`src/rtl/restador_serial.sv`:
```
// Bit-serial subtractor/adder: one bit per clock, LSB first, with a final
// fix-up cycle producing magnitude, wrap, signed-difference or sum results.
module restador_serial #(
  parameter int WIDTH = 4
) (
  input  logic             clk,
  input  logic             rst,
  input  logic             init,
  input  logic [1:0]       mode,
  input  logic [WIDTH-1:0] portA,
  input  logic [WIDTH-1:0] portB,
  output logic [WIDTH-1:0] resta,
  output logic             neg,
  output logic             cout,
  output logic             ovf,
  output logic             busy,
  output logic             done
);

  localparam int CW = (WIDTH > 2) ? $clog2(WIDTH) : 1;

  typedef enum logic [1:0] {
    IDLE = 2'd0,
    CALC = 2'd1,
    FIX  = 2'd2,
    DONE = 2'd3
  } state_t;

  state_t           state_q;
  logic [WIDTH-1:0] a_q, b_q, raw_q, resta_q;
  logic [1:0]       mode_q;
  logic [CW-1:0]    cnt_q;
  logic             c_q, neg_q, cout_q, ovf_q, busy_q, done_q;

  logic             a_bit_s, b_bit_s, bit_d, c_d;
  logic [WIDTH-1:0] resta_d;
  logic             neg_d, cout_d, ovf_d;
  logic             a_msb_s, b_msb_s, r_msb_s;

  // One-bit full subtractor, or full adder in mode 11, on the current bit.
  always_comb begin
    a_bit_s = a_q[cnt_q];
    b_bit_s = b_q[cnt_q];
    bit_d   = a_bit_s ^ b_bit_s ^ c_q;
    if (mode_q == 2'b11) begin
      c_d = (a_bit_s & b_bit_s) | (c_q & (a_bit_s ^ b_bit_s));
    end else begin
      c_d = (~a_bit_s & b_bit_s) | (~(a_bit_s ^ b_bit_s) & c_q);
    end
  end

  // Result fix-up applied once the raw result and final carry/borrow are complete.
  always_comb begin
    a_msb_s = a_q[WIDTH-1];
    b_msb_s = b_q[WIDTH-1];
    r_msb_s = raw_q[WIDTH-1];
    resta_d = raw_q;
    neg_d   = 1'b0;
    cout_d  = c_q;
    ovf_d   = 1'b0;
    case (mode_q)
      2'b00: begin
        if (c_q) begin
          resta_d = (~raw_q) + WIDTH'(1'b1);
          neg_d   = 1'b1;
        end else begin
          resta_d = raw_q;
          neg_d   = 1'b0;
        end
      end
      2'b01: begin
        resta_d = raw_q;
      end
      2'b10: begin
        ovf_d = (a_msb_s != b_msb_s) && (r_msb_s != a_msb_s);
        neg_d = r_msb_s ^ ovf_d;
      end
      2'b11: begin
        ovf_d = (a_msb_s == b_msb_s) && (r_msb_s != a_msb_s);
        neg_d = r_msb_s ^ ovf_d;
      end
      default: begin
        resta_d = raw_q;
      end
    endcase
  end

  // Control FSM with datapath and registered outputs.
  always_ff @(posedge clk or posedge rst) begin
    if (rst) begin
      state_q <= IDLE;
      a_q     <= '0;
      b_q     <= '0;
      raw_q   <= '0;
      mode_q  <= 2'b00;
      cnt_q   <= '0;
      c_q     <= 1'b0;
      resta_q <= '0;
      neg_q   <= 1'b0;
      cout_q  <= 1'b0;
      ovf_q   <= 1'b0;
      busy_q  <= 1'b0;
      done_q  <= 1'b0;
    end else begin
      case (state_q)
        IDLE: begin
          done_q <= 1'b0;
          if (init) begin
            a_q     <= portA;
            b_q     <= portB;
            mode_q  <= mode;
            c_q     <= 1'b0;
            cnt_q   <= '0;
            busy_q  <= 1'b1;
            state_q <= CALC;
          end
        end
        CALC: begin
          // Shift in from the top so bit 0 lands at position 0 after WIDTH steps.
          raw_q <= {bit_d, raw_q[WIDTH-1:1]};
          c_q   <= c_d;
          cnt_q <= cnt_q + CW'(1);
          if (cnt_q == CW'(WIDTH - 1)) begin
            state_q <= FIX;
          end
        end
        FIX: begin
          resta_q <= resta_d;
          neg_q   <= neg_d;
          cout_q  <= cout_d;
          ovf_q   <= ovf_d;
          done_q  <= 1'b1;
          state_q <= DONE;
        end
        DONE: begin
          done_q  <= 1'b0;
          busy_q  <= 1'b0;
          state_q <= IDLE;
        end
        default: begin
          done_q  <= 1'b0;
          busy_q  <= 1'b0;
          state_q <= IDLE;
        end
      endcase
    end
  end

  assign resta = resta_q;
  assign neg   = neg_q;
  assign cout  = cout_q;
  assign ovf   = ovf_q;
  assign busy  = busy_q;
  assign done  = done_q;

endmodule
```
`config.mk`:
```
export PLATFORM = sky130hd
export DESIGN_NAME = restador_serial
export DESIGN_NICKNAME = d
export VERILOG_FILES = /design/src/rtl/restador_serial.sv
export SDC_FILE = /design/constraint.sdc
export NUM_CORES = 1
export LEC_CHECK = 0
export BUFFER_PORTS_ARGS = -buffer_cell sky130_fd_sc_hd__buf_2
export CORE_MARGIN = 1
export CORE_UTILIZATION = 55
export CTS_CLUSTER_DIAMETER = 100
export CTS_CLUSTER_SIZE = 12
export DETAILED_ROUTE_END_ITERATION = 7
export PLACE_DENSITY = 0.86
export SLEW_MARGIN = 20
export SYNTH_ARGS = -nofsm -noshare
export SYNTH_HDL_FRONTEND = slang
export SYNTH_SLANG_ARGS = --single-unit
```
`constraint.sdc`:
```
create_clock -name clk -period 2.54 [get_ports clk]
set_input_delay 0.762 -clock clk [delete_from_list [all_inputs] [get_ports clk]]
set_output_delay 0.762 -clock clk [all_outputs]
set_load 0.05 [all_outputs]
```
==> flow_summary_export.csv, run 1 <==
group,metric,value,unit
run_status,outcome,"finished clean",
synth,syn_nets,139,
finish,fin_area,0.001568,mm2
cts,clk_latency,0.33,ns
finish,fill_cells,172,
finish,finalNetCount,164,
finish,antennaDiodeCount,0,
synth,syn_area,0.001375,mm2
route,drc,0,
timing,whs,0.4594,ns
synth,yosysMostFrequentCell,"dfrtp_1",
timing,finalCritPeriodShare,0.7637,
global_routing,grt_pass1_wl,3767,um
power_and_ir_drop,finalPower,2.272,mW
placement,postPlaceCellArea,0.001515,mm2
route,vias,904,
synth,synth_seq_area_share,0.5096,
floorplanning,die_x,52,um
timing,layout_setup_ws,0.6002,ns
cts,cts_sinks,28,
worst_setup_path,end_kind,"register",
worst_setup_path,crit_fanout,5,
power_and_ir_drop,ir_drop,921.1,uV
route,antenna_left,0,
global_routing,grt_max_degree,29,
synth,async_reset_ff_frac,1.000,
power_and_ir_drop,power_density,1449,mW/mm2
global_routing,grt_pass1_vias,907,
global_routing,grt.total_usage,0.1965,
route,post_drt_via_cell_ratio,5.349,
flow_run,maxCapViolCount,0,
route,wl,2325,um
synth,ys_types,23,
finish,instances_no_fill,169,
worst_setup_path,slowest_stage,"mux4_2",
cts,clock_path_buffers,2,
placement,dp.cells,165,
timing,rsz0062_at_grt,"no",
synth,synth_edf_count,0,
finish,drive_gt1_frac,0.3191,
worst_setup_path,critPathMaxStageDelay,0.56,ns
synth,synth_warnings,0,
timing,finalCriticalPeriod,1.940,ns
floorplanning,core,0.002276,mm2
floorplanning,die_h,52,um
cts,clock-root-buffer,"clkbuf_4",
floorplanning,dieArea,0.002704,mm2
synth,synthTopCellsByArea,"dfrtp_1 51%, mux2_2 13%, ha_1 6.4%, nand2_1 3.5%, mux4_2 3.3%",
worst_setup_path,crit_chain,"mux4_2 > fa_1 > mux2_2 > o21ai_0",
global_routing,grt_overflow_total,0,
timing,tightest_slew,0.4392,ns
timing,tns,0,ns
placement,dp_hpwl,1740,um
cts,clkTransAtPathRegs,0.15,ns
cts,cts-buffers-inserted,3,
worst_setup_path,crit_required,2.79,ns
synth,synthCells,117,
route,dr.pass1.iters,4,
worst_setup_path,setup.worst_path.class,"reg2reg",
synth,synth_top_area_frac,0.5096,
cts,cts_tree,"done",
placement,gp_congestion,0.8051,
worst_setup_path,critPathArrivalTime,2.19,ns
synth,synth_seq_cells,28,
floorplanning,boundaryPins,22,
floorplanning,num_rows,17,
cts,hold_buffers,0,
finish,finish.utilization,0.6888,
route,wl_per_cell,13.76,um
timing,finClkSkew,0.008985,ns
floorplanning,start_util,0.6042,
global_routing,grt_antenna_before_repair,0,
placement,io_buffer_count,21,
cts,cts.htree.levels,1,
placement,post-place-ws,0.6370,ns
timing,slew_violations,0,
route,dr.first_iter.drc_count,2,
timing,setup-violations-final,0,
synth,synth_ff_type,"dfrtp_1",
synth,syn-mean-instance-area,11.75,um2
worst_setup_path,critPathLaunchType,"register",
synth,yosys.area.top_type,"dfrtp_1",
cts,post_cts_buffers,0,
timing,relSlewSlack,0.7065,
synth,synth_common_cells,"28 x dfrtp_1, 16 x mux2_2, 13 x nand2_1",
min_path,hp-class,"in2async",
timing,fmax,0.5155,GHz
power_and_ir_drop,leakage,0.7324,nW
timing,finalHoldViolations,0,
finish,syn_to_final_growth,14.01,%
cts,cts_resized,0,
==> cells in the final DEF (no fill, tap or decap), drive strengths merged <==
cell type	n
mux4	2
mux2i	3
o22ai	1
a21oi	3
fa	2
inv	10
nor3	1
bufinv	1
nor2b	3
clkbuf	3
a31oi	5
xor2	1
o21ai	7
or3b	1
buf	22
nand2b	1
nor2	6
a21o	1
mux2	16
or3	2
ha	7
dfrtp	28
a32o	1
nand2	13
nor3b	1
==> power by group <==
part	switching, mW	internal (mW)	total [mW]
sequential	0.188	0.668	0.855
clock	0.129	0.160	0.288
combinational	0.654	0.475	1.13
total	0.970	1.30	2.27
==> worst max-delay path, delay by kind of cell (launching register included) <==
family | cells | cell delay [ns]
flip-flops | 1 | 0.48
multiplexers | 2 | 0.83
adder cells (fa/ha/maj) | 1 | 0.40
AO/OA/AOI/OAI | 1 | 0.15
==> cells by family (layout without fill, tap and decap cells) <==
kind of cell | count (synthesis) | count (layout) | share of synthesized area
AO/OA/AOI/OAI | 18 | 18 | 0.07643
adder cells (fa/ha/maj) | 9 | 9 | 0.09281
flip-flops | 28 | 28 | 0.5096
buffers and inverters | 12 | 36 | 0.03276
multiplexers | 21 | 21 | 0.1856
XOR/XNOR | 1 | 1 | 0.006371
AND/OR/NAND/NOR | 28 | 28 | 0.09645
==> layer usage <==
layer	GRT usage	part of all wire
met5	0	0
met1	0.2296	0.44
met4	0.06757	0.0086
met3	0.03509	0.023
met2	0.3568	0.53
==> layout make-up <==
type | count | area, um2 | area share
clock buffer | 3 | 22.52 | 0.01437
clock inverter | 1 | 30.03 | 0.01915
inverter | 10 | 37.54 | 0.02394
multi-input combinational | 77 | 629.4 | 0.4014
sequential | 28 | 700.7 | 0.4469
tap | 28 | 35.03 | 0.02235
timing repair buffer | 22 | 112.6 | 0.07183
==> final timing paths <==
check | endpoint | slack (ns) | from | cells past startpoint
setup reg to reg | c_q | 0.60 | cnt_q[0] | 4
min in group clk | resta[0] | 0.52 | resta[0] | 1
max in group asynchronous | raw_q[3] | 1.82 | rst | 3
setup / recovery | c_q | 0.60 | cnt_q[0] | 4
hold / removal | neg | 0.46 | rst | 3
hold reg to reg | resta[0] | 0.52 | resta[0] | 1
==> sequential cells by signal, indices dropped and copies added (netlist names) <==
| name | count |
|---|---|
| neg | 1 |
| raw_q | 4 |
| resta | 4 |
| a_q | 4 |
| ovf | 1 |
| b_q | 4 |
| cnt_q | 2 |
| cout | 1 |
| busy | 1 |
| c_q | 1 |
| mode_q | 2 |
| state_q | 2 |
| done | 1 |
No activity file was read; power rests on OpenSTA's default activity.
==> run 2, diff against run 1 <==
==> constraint.sdc (replaced) <==
create_clock -name clk -period 1.8 [get_ports clk]
set_input_delay 0.54 -clock clk [delete_from_list [all_inputs] [get_ports clk]]
set_output_delay 0.54 -clock clk [all_outputs]
set_load 0.05 [all_outputs]
==> run 2 against run 1 <==
Die area unchanged. Largest cell class unchanged. Design area up 0.40%. Wire length up 6.8%. Global-route usage up 1.1 points. Register-to-register slack worse by 0.54 ns. Via count up 6.7%. Setup slack worse by 0.54 ns. First-iteration DRC count rose to 2.5 times the previous value.
==> flow_summary_export.csv, run 2 (synthesized netlist as in run 1, its figures left out) <==
group,metric,value,unit
route,drc,0,
floorplanning,core,0.002276,mm2
global_routing,grt_antenna_before_repair,0,
timing,finalCriticalPeriod,1.741,ns
timing,layout_setup_ws,0.05874,ns
route,dr.pass1.iters,5,
cts,clk_latency,0.32,ns
timing,relSlewSlack,0.7495,
route,vias,965,
cts,clkTransAtPathRegs,0.14,ns
global_routing,grt.total_usage,0.2075,
worst_setup_path,end_kind,"register",
flow_run,maxCapViolCount,0,
route,wl_met1,1016,um
timing,slew_violations,0,
route,wl_per_cell,14.43,um
finish,drive_gt1_frac,0.3542,
placement,dp_hpwl,1901,um
route,top_layer_used,"met4",
min_path,hp-class,"in2async",
route,dr.first_iter.drc_count,5,
worst_setup_path,critPathLaunchType,"register",
timing,whs,0.2522,ns
power_and_ir_drop,ir_drop,1352,uV
cts,cts.htree.levels,1,
finish,finish.utilization,0.6916,
timing,finalCritPeriodShare,0.9674,
floorplanning,dieArea,0.002704,mm2
cts,hold_buffers,0,
worst_setup_path,cp_top_family,"multiplexers",
finish,finalNetCount,168,
cts,cts-buffers-inserted,3,
cts,post_cts_buffers,0,
timing,rsz0062_at_grt,"yes",
placement,post-place-ws,-0.01873,ns
route,met2_length,1354,um
timing,finalHoldViolations,0,
timing,tightest_slew,0.3749,ns
worst_setup_path,critPathMaxStageDelay,0.42,ns
cts,clock_path_buffers,2,
worst_setup_path,slowest_stage,"dfrtp_1",
global_routing,grt_pass1_wl,3919,um
worst_setup_path,crit_required,2.07,ns
timing,setup-violations-final,0,
finish,final_common_cell,"dfrtp_1",
floorplanning,start_util,0.6042,
worst_setup_path,crit_chain,"buf_4 > mux4_2 > inv_2 > fa_1 > mux2_2 > o21ai_2",
finish,antennaDiodeCount,0,
global_routing,grt_overflow_total,0,
run_status,outcome,"finished clean",
cts,cts_sinks,28,
worst_setup_path,crit_buf_inv,2,
route,post_drt_via_cell_ratio,5.610,
cts,cts_tree,"done",
finish,syn_to_final_growth,14.47,%
power_and_ir_drop,power_density,2007,mW/mm2
timing,fmax,0.5743,GHz
worst_setup_path,crit_fanout,4,
finish,mostFrequentLayoutCells,"28 x dfrtp_1, 21 x buf_2, 16 x mux2_2",
route,antenna_left,0,
timing,finClkSkew,0.007145,ns
power_and_ir_drop,leakage,0.7385,nW
worst_setup_path,regToRegSetupSlack,0.06,ns
floorplanning,die_h,52,um
route,wl,2482,um
global_routing,grt_max_degree,29,
worst_setup_path,critPathArrivalTime,2.01,ns
placement,gp_congestion,0.7841,
worst_setup_path,setup.worst_path.class,"reg2reg",
floorplanning,die_x,52,um
placement,io_buffer_count,21,
global_routing,grt_pass1_vias,920,
timing,tns,0,ns
floorplanning,num_rows,17,
route,wl_met3,60,um
cts,clock-root-buffer,"clkbuf_4",
floorplanning,boundaryPins,22,
==> run 2: worst reg2reg max path: stages, from the launching register on <==
cell and delay, ns:
dfrtp_1 0.42, buf_4 0.16, mux4_2 0.33, inv_2 0.05, fa_1 0.35, mux2_2 0.27
o21ai_2 0.11
==> run 2: final timing paths <==
| path | from | to | depth (start not counted) |
|---|---|---|---|
| min in group clk | portB[0] | b_q[0] | 2 |
| hold / removal | rst | done | 3 |
| hold reg to reg | resta[0] | resta[0] | 1 |
| max in group asynchronous | rst | mode_q[0] | 3 |
| setup reg to reg | cnt_q[0] | c_q | 6 |
| setup / recovery | cnt_q[0] | c_q | 6 |
==> run 2: power by group <==
| part | switching (mW) | internal [mW] | total (mW) |
|---|---|---|---|
| sequential | 0.255 | 0.942 | 1.20 |
| combinational | 0.983 | 0.728 | 1.71 |
| clock | 0.171 | 0.0786 | 0.250 |
==> run 2: per-stage QoR <==
step	std cells	instance area, um2	total power, mW
after floorplan	117	1375	2.457
after global placement	169	1545	2.777
after detailed placement	169	1545	2.901
after CTS	172	1568	3.155
after global routing	172	1574	3.406
final	172	1574	3.158
==> run 2: what timing repair did <==
item / in CTS / in global routing
endpoints found under the setup margin: 1 / 2
pin swaps: 0 / 1
resized for setup: 1 / 3
==> run 2: layer usage <==
layer	up-vias	global-route usage
met4	0	0.1081
met3	4	0.02632
met2	18	0.3761
met1	484	0.2345
li1	459	-
met5	-	0
==> run 2: area by class of cell <==
cell class	count	area, um2
Tap cell	28	35.03
Sequential cell	28	700.7
Timing Repair Buffer	26	142.6
Fill cell	180	701.9
Clock buffer	3	22.52
Inverter	10	37.54
Multi-Input combinational cell	77	635.6
==> run 3, diff against run 2 <==
--- a/config.mk
+++ b/config.mk
@@ -5,13 +5,14 @@
 export SDC_FILE = /design/constraint.sdc
 export NUM_CORES = 1
 export LEC_CHECK = 0
+export ABC_AREA = 1
 export BUFFER_PORTS_ARGS = -buffer_cell sky130_fd_sc_hd__buf_2
 export CORE_MARGIN = 1
-export CORE_UTILIZATION = 55
+export CORE_UTILIZATION = 50
 export CTS_CLUSTER_DIAMETER = 100
 export CTS_CLUSTER_SIZE = 12
 export DETAILED_ROUTE_END_ITERATION = 7
-export PLACE_DENSITY = 0.86
+export PLACE_DENSITY = 0.8
 export SLEW_MARGIN = 20
 export SYNTH_ARGS = -nofsm -noshare
 export SYNTH_HDL_FRONTEND = slang
==> run 3 against run 2 <==
Critical path depth increased by 1. Setup slack better by 0.0061 ns. Clock power increased by 64%. Global-route usage down 0.98 points. Wire length rose by 7.7%. Combinational power increased by 3%. Flip-flop and latch count unchanged. Final cell count rose by 29%. Power increased by 5.0%. Synthesized area up 4.0%. Critical path type unchanged.
==> flow_summary_export.csv, run 3 <==
group,metric,value,unit
finish,fill_cells,251,
route,dr.first_iter.drc_count,23,
placement,gp_congestion,0.7963,
route,wl,2672,um
min_path,hp-class,"in2async",
global_routing,grt_pass1_wl,4802,um
floorplanning,boundaryPins,22,
power_and_ir_drop,leakage,0.8569,nW
worst_setup_path,crit_buf_inv,2,
timing,finalCritPeriodShare,0.9640,
synth,yosys.area.top_type,"dfrtp_1",
worst_setup_path,critPathLaunchType,"register",
worst_setup_path,crit_fanout,8,
synth,synthTopCellsByArea,"dfrtp_1 49%, nand2_1 13%, o21ai_0 7.3%, ha_1 6.1%, inv_1 5.8%",
floorplanning,start_util,0.5231,
floorplanning,core,0.002734,mm2
cts,cts_sinks,28,
global_routing,grt-busiest-layer,"met2",
floorplanning,dieArea,0.003078,mm2
timing,finalHoldViolations,0,
worst_setup_path,critPathArrivalTime,2.00,ns
synth,synth_ff_type,"dfrtp_1",
synth,syn_nets,187,
finish,final_common_cell,"nand2_1",
placement,dp.cells,218,
timing,fmax,0.5763,GHz
synth,synth_warnings,0,
cts,cts_resized,0,
global_routing,grt_pass1_vias,1099,
cts,cts-buffers-inserted,3,
synth,synthCells,165,
synth,synth_seq_cells,28,
power_and_ir_drop,ir_drop,1200,uV
global_routing,grt_antenna_before_repair,0,
synth,yosysMostFrequentCell,"nand2_1",
worst_setup_path,critPathMaxStageDelay,0.48,ns
flow_run,maxCapViolCount,0,
global_routing,met2_usage,0.3511,
timing,slew_violations,0,
timing,relSlewSlack,0.7110,
power_and_ir_drop,power_density,2016,mW/mm2
route,vias,1132,
global_routing,grt_overflow_total,0,
placement,post-place-ws,0.03227,ns
synth,synth_top_area_frac,0.4899,
timing,setup-violations-final,0,
worst_setup_path,end_kind,"register",
route,drc,0,
worst_setup_path,crit_chain,"inv_2 > nand2_1 > a32oi_1 > inv_1 > fa_1 > mux2_2 > o22ai_1",
synth,synth_seq_area_share,0.4899,
finish,instances_no_fill,222,
route,post_drt_via_cell_ratio,5.099,
cts,clock_path_buffers,2,
timing,finClkSkew,0.002402,ns
finish,mostFrequentLayoutCells,"51 x nand2_1, 27 x dfrtp_1, 21 x inv_1, 21 x o21ai_0, 21 x buf_2",
timing,layout_setup_ws,0.06481,ns
worst_setup_path,setup.worst_path.class,"reg2reg",
synth,ys_types,25,
finish,drive_gt1_frac,0.2042,
worst_setup_path,r2r_cells,7,
timing,finalCriticalPeriod,1.735,ns
global_routing,grt_use_met3,0.02342,
floorplanning,die_h,55.48,um
global_routing,use_met1,0.2457,
timing,whs,0.2442,ns
cts,cts_tree,"done",
finish,syn_to_final_growth,15.05,%
cts,clk_latency,0.33,ns
cts,clock-root-buffer,"clkbuf_4",
finish,finalNetCount,214,
run_status,outcome,"finished clean",
timing,tightest_slew,0.4290,ns
cts,hold_buffers,0,
synth,synth_common_cells,"51 x nand2_1, 28 x dfrtp_1, 22 x inv_1",
placement,dp_hpwl,2028,um
worst_setup_path,crit_cells,7,
synth,syn-mean-instance-area,8.667,um2
synth,async_reset_ff_frac,1.000,
timing,rsz0062_at_grt,"yes",
cts,clkTransAtPathRegs,0.15,ns
floorplanning,die_x,55.48,um
route,wl_per_cell,12.04,um
floorplanning,num_rows,19,
worst_setup_path,cp_top_family,"flip-flops",
power_and_ir_drop,finalPower,3.318,mW
route,antenna_left,0,
worst_setup_path,crit_required,2.06,ns
finish,antennaDiodeCount,0,
placement,io_buffer_count,21,
global_routing,grt.total_usage,0.1978,
cts,cts.htree.levels,1,
route,dr.pass1.iters,4,
global_routing,grt_max_degree,29,
worst_setup_path,slowest_stage,"dfrtp_2",
synth,syn_area,0.001430,mm2
cts,post_cts_buffers,0,
synth,synth_edf_count,0,
timing,tns,0,ns
[run 3: cell count changes in the layout (fill, tap and decap cells not counted), moves of 3 or more]
cell     previous run  this run
nand3_1             0         4
mux2_2             16         1
o21ai_0             6        21
inv_1               9        21
a31oi_1             5         1
nand2_1            13        51
mux2i_1             3         0
nor2b_1             3         0
[run 3: cell families (layout without fill, tap and decap cells)]
| family | after synthesis | in the layout | synth area share |
|---|---|---|---|
| XOR/XNOR | 2 | 2 | 0.01225 |
| flip-flops | 28 | 28 | 0.4899 |
| multiplexers | 1 | 1 | 0.007873 |
| adder cells (fa/ha/maj) | 9 | 9 | 0.08924 |
| AO/OA/AOI/OAI | 31 | 31 | 0.1155 |
| buffers and inverters | 24 | 50 | 0.06386 |
| AND/OR/NAND/NOR | 70 | 70 | 0.2214 |
[run 3: stage by stage]
| stage | cell area [um2] | utilization |
|---|---|---|
| 3_5_place_dp | 1588 | 0.5808 |
| 2_1_floorplan | 1430 | - |
| 4_1_cts | 1640 | 0.6000 |
| 5_1_grt | 1645 | 0.6018 |
| 3_3_place_gp | 1588 | 0.5808 |
| 6_report | 1645 | 0.6018 |
[run 3: routing by layer]
| metal | part of all wire | routed length (um) | vias to the layer above |
|---|---|---|---|
| li1 | - | - | 576 |
| met2 | 0.52 | 1378 | 27 |
| met1 | 0.43 | 1154 | 524 |
| met3 | 0.035 | 94 | 5 |
| met4 | 0.017 | 45 | 0 |
| met5 | 0 | 0 | - |
[run 3: power by group]
| part | switching [mW] | internal (mW) | total (mW) |
|---|---|---|---|
| combinational | 1.19 | 0.577 | 1.76 |
| sequential | 0.212 | 0.932 | 1.14 |
| clock | 0.186 | 0.225 | 0.411 |
[run 3: path summary, 6_finish.rpt]
check	endpoint	from	slack [ns]
worst max-delay path	c_q	cnt_q[0]	0.06
worst min-delay path	neg	rst	0.24
worst max register to register	c_q	cnt_q[0]	0.06
worst min register to register	resta[0]	resta[0]	0.50
max in group asynchronous	cnt_q[0]	rst	1.28
min in group clk	b_q[2]	portB[2]	0.39
[run 3: worst min-delay path, delay by kind of cell]
kind | cells | cell delay [ns]
buf+inv | 3 | 0.46
[run 3: layout make-up]
| type | instances | area [um2] | share of cell area |
|---|---|---|---|
| flip-flops and latches | 28 | 701.9 | 0.4266 |
| clock buffers | 3 | 22.52 | 0.01369 |
| well taps | 31 | 38.79 | 0.02357 |
| repair buffers | 24 | 127.6 | 0.07757 |
| clock inverters | 1 | 30.03 | 0.01825 |
| inverters | 22 | 82.58 | 0.05019 |
| multi-input cells | 113 | 641.9 | 0.3901 |
